### src/rtl/axi_config_rd_arb_if.sv
// Bundle of requester-side and register-side signals for the config read arbiter.
// The slave modport is the arbiter's view; master is the view of whatever drives it.
interface axi_config_rd_arb_if #(
  parameter int ADDR_WIDTH = 32,
  parameter int DATA_WIDTH = 32,
  parameter int PORTS      = 2
);
  logic [PORTS-1:0]            s_rd;
  logic [PORTS*ADDR_WIDTH-1:0] s_raddr;
  logic [PORTS-1:0]            s_lock;
  logic [DATA_WIDTH-1:0]       s_rdata;
  logic [PORTS-1:0]            s_rvalid;
  logic                        s_rerr;
  logic                        m_rd;
  logic [ADDR_WIDTH-1:0]       m_raddr;
  logic [DATA_WIDTH-1:0]       m_rdata;
  logic                        m_rvalid;
  logic [PORTS-1:0]            grant;

  modport slave (
    input  s_rd, s_raddr, s_lock, m_rdata, m_rvalid,
    output s_rdata, s_rvalid, s_rerr, m_rd, m_raddr, grant
  );

  modport master (
    output s_rd, s_raddr, s_lock, m_rdata, m_rvalid,
    input  s_rdata, s_rvalid, s_rerr, m_rd, m_raddr, grant
  );
endinterface

### src/rtl/axi_config_rd_arb.sv
// Round-robin arbiter funnelling PORTS requesters onto one register read port,
// with a single outstanding read, optional locked bursts and a response timeout.
module axi_config_rd_arb #(
  parameter int          ADDR_WIDTH = 32,
  parameter int          DATA_WIDTH = 32,
  parameter int          PORTS      = 2,
  parameter int          TIMEOUT    = 255,
  parameter logic [31:0] ERR_DATA   = 32'hDEADBEEF
) (
  input logic                   clk,
  input logic                   rst,
  axi_config_rd_arb_if.slave    bus
);

  localparam int                    OW       = (PORTS > 1) ? $clog2(PORTS) : 1;
  localparam logic [OW-1:0]         LAST_RST = OW'(PORTS - 1);
  localparam logic [15:0]           TO_LOAD  = 16'(TIMEOUT);
  localparam logic [DATA_WIDTH-1:0] ERR_D    = DATA_WIDTH'(ERR_DATA);
  localparam logic [PORTS-1:0]      ONE      = PORTS'(1);

  typedef enum logic [1:0] {
    IDLE  = 2'd0,
    ISSUE = 2'd1,
    WAIT  = 2'd2,
    RESP  = 2'd3
  } state_e;

  state_e                state_q, state_d;
  logic [OW-1:0]         owner_q, owner_d;
  logic [OW-1:0]         last_q, last_d;
  logic [PORTS-1:0]      grant_q, grant_d;
  logic [ADDR_WIDTH-1:0] m_raddr_q, m_raddr_d;
  logic [15:0]           cnt_q, cnt_d;
  logic [DATA_WIDTH-1:0] s_rdata_q, s_rdata_d;
  logic                  s_rerr_q, s_rerr_d;
  logic                  m_rd_q, m_rd_d;
  logic [PORTS-1:0]      s_rvalid_q, s_rvalid_d;

  logic [ADDR_WIDTH-1:0] raddr_arr [PORTS];
  logic                  pick_found;
  logic [OW-1:0]         pick_idx;
  logic [OW-1:0]         cand_idx;

  // Unpack the flat requester address bus into one entry per port.
  always_comb begin
    for (int i = 0; i < PORTS; i++) begin
      raddr_arr[i] = bus.s_raddr[i*ADDR_WIDTH +: ADDR_WIDTH];
    end
  end

  // Round-robin search starting at the port after the last owner.
  always_comb begin
    pick_found = 1'b0;
    pick_idx   = '0;
    cand_idx   = '0;
    for (int k = 1; k <= PORTS; k++) begin
      cand_idx   = OW'((int'(last_q) + k) % PORTS);
      pick_idx   = (bus.s_rd[cand_idx] && !pick_found) ? cand_idx : pick_idx;
      pick_found = pick_found | bus.s_rd[cand_idx];
    end
  end

  // Next-state and next-output logic; strobes default low, everything else holds.
  always_comb begin
    state_d    = state_q;
    owner_d    = owner_q;
    last_d     = last_q;
    grant_d    = grant_q;
    m_raddr_d  = m_raddr_q;
    cnt_d      = cnt_q;
    s_rdata_d  = s_rdata_q;
    s_rerr_d   = s_rerr_q;
    m_rd_d     = 1'b0;
    s_rvalid_d = '0;
    case (state_q)
      IDLE: begin
        if (pick_found) begin
          owner_d   = pick_idx;
          grant_d   = ONE << pick_idx;
          m_raddr_d = raddr_arr[pick_idx];
          m_rd_d    = 1'b1;
          state_d   = ISSUE;
        end else begin
          grant_d   = '0;
          state_d   = IDLE;
        end
      end
      ISSUE: begin
        cnt_d   = TO_LOAD;
        state_d = WAIT;
      end
      WAIT: begin
        // The cycle with cnt_q == 0 still accepts data; only then is it a timeout.
        if (bus.m_rvalid) begin
          s_rdata_d  = bus.m_rdata;
          s_rerr_d   = 1'b0;
          s_rvalid_d = grant_q;
          state_d    = RESP;
        end else if (cnt_q == 16'd0) begin
          s_rdata_d  = ERR_D;
          s_rerr_d   = 1'b1;
          s_rvalid_d = grant_q;
          state_d    = RESP;
        end else begin
          cnt_d      = cnt_q - 16'd1;
        end
      end
      RESP: begin
        if (bus.s_lock[owner_q] && bus.s_rd[owner_q]) begin
          m_raddr_d = raddr_arr[owner_q];
          m_rd_d    = 1'b1;
          state_d   = ISSUE;
        end else begin
          grant_d   = '0;
          last_d    = owner_q;
          state_d   = IDLE;
        end
      end
      default: begin
        grant_d = '0;
        state_d = IDLE;
      end
    endcase
  end

  // State and output registers with synchronous reset.
  always_ff @(posedge clk) begin
    if (rst) begin
      state_q    <= IDLE;
      owner_q    <= '0;
      last_q     <= LAST_RST;
      grant_q    <= '0;
      m_raddr_q  <= '0;
      cnt_q      <= 16'd0;
      s_rdata_q  <= '0;
      s_rerr_q   <= 1'b0;
      m_rd_q     <= 1'b0;
      s_rvalid_q <= '0;
    end else begin
      state_q    <= state_d;
      owner_q    <= owner_d;
      last_q     <= last_d;
      grant_q    <= grant_d;
      m_raddr_q  <= m_raddr_d;
      cnt_q      <= cnt_d;
      s_rdata_q  <= s_rdata_d;
      s_rerr_q   <= s_rerr_d;
      m_rd_q     <= m_rd_d;
      s_rvalid_q <= s_rvalid_d;
    end
  end

  assign bus.s_rdata  = s_rdata_q;
  assign bus.s_rvalid = s_rvalid_q;
  assign bus.s_rerr   = s_rerr_q;
  assign bus.m_rd     = m_rd_q;
  assign bus.m_raddr  = m_raddr_q;
  assign bus.grant    = grant_q;

endmodule

### src/flat_wrapper.sv
// flat-port wrapper written by rule: the top's interface ports become plain ports
module axi_config_rd_arb_flat 
#(
  parameter int          ADDR_WIDTH = 32,
  parameter int          DATA_WIDTH = 32,
  parameter int          PORTS      = 2,
  parameter int          TIMEOUT    = 255,
  parameter logic [31:0] ERR_DATA   = 32'hDEADBEEF
)
  (clk, rst, bus_s_rd, bus_s_raddr, bus_s_lock, bus_m_rdata, bus_m_rvalid, bus_s_rdata, bus_s_rvalid, bus_s_rerr, bus_m_rd, bus_m_raddr, bus_grant);
  axi_config_rd_arb_if #(.ADDR_WIDTH(ADDR_WIDTH), .DATA_WIDTH(DATA_WIDTH), .PORTS(PORTS)) bus_i ();
  input logic clk;
  input logic rst;
  input wire logic [$bits(bus_i.s_rd)-1:0] bus_s_rd;
  input wire logic [$bits(bus_i.s_raddr)-1:0] bus_s_raddr;
  input wire logic [$bits(bus_i.s_lock)-1:0] bus_s_lock;
  input wire logic [$bits(bus_i.m_rdata)-1:0] bus_m_rdata;
  input wire logic [$bits(bus_i.m_rvalid)-1:0] bus_m_rvalid;
  output wire logic [$bits(bus_i.s_rdata)-1:0] bus_s_rdata;
  output wire logic [$bits(bus_i.s_rvalid)-1:0] bus_s_rvalid;
  output wire logic [$bits(bus_i.s_rerr)-1:0] bus_s_rerr;
  output wire logic [$bits(bus_i.m_rd)-1:0] bus_m_rd;
  output wire logic [$bits(bus_i.m_raddr)-1:0] bus_m_raddr;
  output wire logic [$bits(bus_i.grant)-1:0] bus_grant;
  assign bus_i.s_rd = bus_s_rd;
  assign bus_i.s_raddr = bus_s_raddr;
  assign bus_i.s_lock = bus_s_lock;
  assign bus_i.m_rdata = bus_m_rdata;
  assign bus_i.m_rvalid = bus_m_rvalid;
  assign bus_s_rdata = bus_i.s_rdata;
  assign bus_s_rvalid = bus_i.s_rvalid;
  assign bus_s_rerr = bus_i.s_rerr;
  assign bus_m_rd = bus_i.m_rd;
  assign bus_m_raddr = bus_i.m_raddr;
  assign bus_grant = bus_i.grant;
  axi_config_rd_arb #(.ADDR_WIDTH(ADDR_WIDTH), .DATA_WIDTH(DATA_WIDTH), .PORTS(PORTS), .TIMEOUT(TIMEOUT), .ERR_DATA(ERR_DATA)) u_core (.clk(clk), .rst(rst), .bus(bus_i));
endmodule
### config.mk
export PLATFORM = sky130hd
export DESIGN_NAME = axi_config_rd_arb_flat
export DESIGN_NICKNAME = d
export VERILOG_FILES = /design/src/rtl/axi_config_rd_arb_if.sv /design/src/rtl/axi_config_rd_arb.sv /design/src/flat_wrapper.sv
export SDC_FILE = /design/constraint.sdc
export NUM_CORES = 1
export LEC_CHECK = 0
export CORE_UTILIZATION = 42
export DETAILED_ROUTE_END_ITERATION = 8
export PLACE_DENSITY = 0.86
export SLEW_MARGIN = 20
export SYNTH_ARGS = -nofsm -noshare
export SYNTH_HDL_FRONTEND = slang
export SYNTH_SLANG_ARGS = --single-unit
### constraint.sdc
create_clock -name clk -period 3.1 [get_ports clk]
set_input_delay 0.31 -clock clk [delete_from_list [all_inputs] [get_ports clk]]
set_output_delay 0.31 -clock clk [all_outputs]
set_load 0.05 [all_outputs]
==> out/qor.yml <==
status:
  run_status: "completed"
setup_path:
  critical_path.slowest_cell: "or4_1"
  required_time_of_the_worst_setup_path_ns: 3.37
  cp-end-kind: "flop"
  critical_path.max_stage_delay_ns: 0.44
  worstSetupStartpointType: "flop"
  cpLargestDelayFamily: "simple AND/OR/NAND/NOR gates"
  criticalPathCategory: "reg2reg"
  critical_path_peak_fanout: 42
  critical_path.cell_chain: "inv_1, ha_1, buf_4, nand3b_1, or2_0, or4_1, a21boi_0"
  cp_num_buf_inv: 2
  cp_data_arrival_time_ns: 2.57
clocking:
  post_cts_buffers: 0
  cts_buffer_depth: 2
  postCtsHoldBufs: 0
  clk-insertion-delay-late_ns: 0.36
  htreeDepth: 3
  cts_buffers: 9
  tritoncts_clock_tree: "yes"
  root_buffer_cell: "clkbuf_8"
  cts.sinks: 90
  cts.clk_slew.worst_paths_ns: 0.09
  post_cts.resized_instances: 0
detailed_routing:
  routed-via-count: 4030
  detail_route.vias_per_cell: 5.46
  drt_first_iter_violations: 216
  routed_wire_length_per_instance_um: 15.6
  ant_nets: 0
  residual_drc_count: 0
  drt_pass_1_iters: 4
  wirelength_mm: 11.5
floorplan:
  die_footprint_um2: 9930
  chipHeight_um: 99.7
  rows: 35
  num_io_pins: 173
  fp.coreArea_um2: 9240
  dieWidth_um: 99.7
  initial_utilization_pct: 43.4
cells_and_area:
  drive_gt1_share_pct: 5.42
  final_core_utilization_pct: 65.0
  area.growth.synth_to_final_pct: 50.0
  finalNetCount: 714
  fillerInstances: 768
  antenna-diode-count: 0
logic_synthesis:
  synth_top_cell_by_area: "dfxtp_1"
  ys_dominant_reg_cell: "dfxtp_1"
  synth.yosys.seq_area_share_pct: 45.0
  yosysMostFrequentCell: "dfxtp_1"
  synth_top_area_share_pct: 45.0
  syn_avg_cell_area_um2: 8.84
  synth-edff-count: 0
  synthTopCellsByCount: "90 x dfxtp_1, 75 x a21oi_1, 34 x a211oi_1, 34 x mux2i_1, 34 x nor2_1"
  synthesis.yosys.warnings: 0
  synth-async-reset-ratio_pct: 0
  synth.ff_latch_count: 90
  post_synth_inst_count: 453
  synth_cell_types: 47
  synthesis.nets: 563
  synthTopCellsByArea: "dfxtp_1 45%, a21oi_1 9.4%, mux2i_1 8.5%"
  syn_area_um2: 4010
grt:
  number_of_global_route_vias_before_repair: 3984
  grt_usage_pct: 23.2
  initial_antenna_violation_count: 0
  grt_first_pass_wirelength_mm: 18.6
  grt_max_degree: 70
  gr-total-overflow: 0
sta:
  clock_skew_ns: 0.0174
  slew_headroom_pct: 47.3
  worst_slew_pin_slew_ns: 0.789
  final-setup-viol-count: 0
  final-max-slew-violation-count: 0
  rsz_0062_raised_after_global_routing: "false"
  finalHoldViolations: 0
  final_critical_path_setup_slack_ns: 0.802
  finalSetupTns_ns: 0
  final_min_period_over_clock_period_pct: 74.1
  period_minus_slack_ns: 2.30
  fmaxAchievable_ghz: 0.435
hold_path:
  timing.hold.worst.class: "in2reg"
placed_design:
  place.gp.congestion: 0.807
  dp.final_hpwl_mm: 8.24
  placement.io_buffers: 172
  placement.setup.worst_slack_ns: 0.630
pwr:
  power_leakage_uw: 0.00211
  power_density_nw_per_um2: 974
  worst_ir_drop_vdd_v: 0.000525
job:
  maxCapViolations: 0
## logic make-up after synthesis
| kind of cell | synth area share [%] |
|---|---|
| DFF | 45.0 |
| AOI/OAI and AO/OA | 23.8 |
| and+or+nand+nor | 16.1 |
| muxes | 8.49 |
| adders and majority gates | 2.19 |
| buffers and inverters | 4.43 |
## worst paths after layout
check | slack [ns] | end | start | cells after the start
worst max register to register | 0.80 | u_core.cnt_q[8]$_SDFFE_PP0P_ | u_core.state_q[0]$_SDFFE_PP0P_ | 7
worst min-delay path | 0.39 | u_core.cnt_q[5]$_SDFFE_PP0P_ | rst | 2
worst min register to register | 0.45 | u_core.bus.s_rvalid[1]$_SDFF_PP0_ | u_core.bus.grant[1]$_SDFFE_PP0P_ | 2
worst max-delay path | 0.80 | u_core.cnt_q[8]$_SDFFE_PP0P_ | u_core.state_q[0]$_SDFFE_PP0P_ | 7
## worst reg2reg max path: stages (launching register included)
cell	delay (ns)
dfxtp_1	0.35
inv_1	0.12
ha_1	0.18
buf_4	0.38
nand3b_1	0.19
or2_0	0.38
or4_1	0.44
a21boi_0	0.19
## through the flow
step	total power (µW)	area, µm²	std cells	hold slack (ns)
floorplan	4010	4010	453	0.452
global placement	4970	5820	722	0.446
detailed placement	5060	5820	722	0.449
CTS	5860	6010	738	0.380
global route	6170	6010	738	0.400
finish	5850	6010	738	0.392
## placed cells by master (no fill, tap or decap), types with 4 or more instances in the layout
cell and n:
clkdlybuf4s50_1 171, nor2_1 34, nor3_1 31, a211oi_1 34
clkbuf_8 9, o31ai_1 4, nand2_1 17, ha_1 7
or4_1 9, buf_4 7, o21ai_0 10, dfxtp_1 90
inv_1 5, mux2i_1 34, a21oi_1 75, or3_1 9
a31oi_1 5, a311oi_1 8
## registers in the layout, indices dropped and copies added (netlist names)
signal               cells
u_core.bus.s_rvalid      2
u_core.bus.s_rdata      32
u_core.bus.m_rd          1
u_core.bus.grant         2
u_core.bus.s_rerr        1
u_core.owner_q           1
u_core.cnt_q            16
u_core.bus.m_raddr      32
u_core.state_q           2
u_core.last_q            1
## layout make-up
class,instances,area (µm²),area share (%)
timing repair buffer,180,1790,29.8
sequential,90,1800,30.0
clock inverter,6,65.1,1.08
clock buffer,10,128,2.12
multi-input combinational,318,2040,34.0
inverter,5,18.8,0.312
tap,129,161,2.69
## power breakdown
part	internal (µW)	leakage, µW	switching, µW
Combinational	1180	0.00127	2110
Sequential	1520	0.000739	245
Clock	377	0.0000971	427
Total	3070	0.00211	2780
## per-layer routing
| metal | GRT usage, % | wire, µm |
|---|---|---|
| met2 | 42.7 | 6110 |
| met5 | 0 | 0 |
| met4 | 9.39 | 285 |
| met3 | 4.22 | 458 |
| met1 | 26.2 | 4640 |
Note: power is estimated with default switching activity, not from simulation.
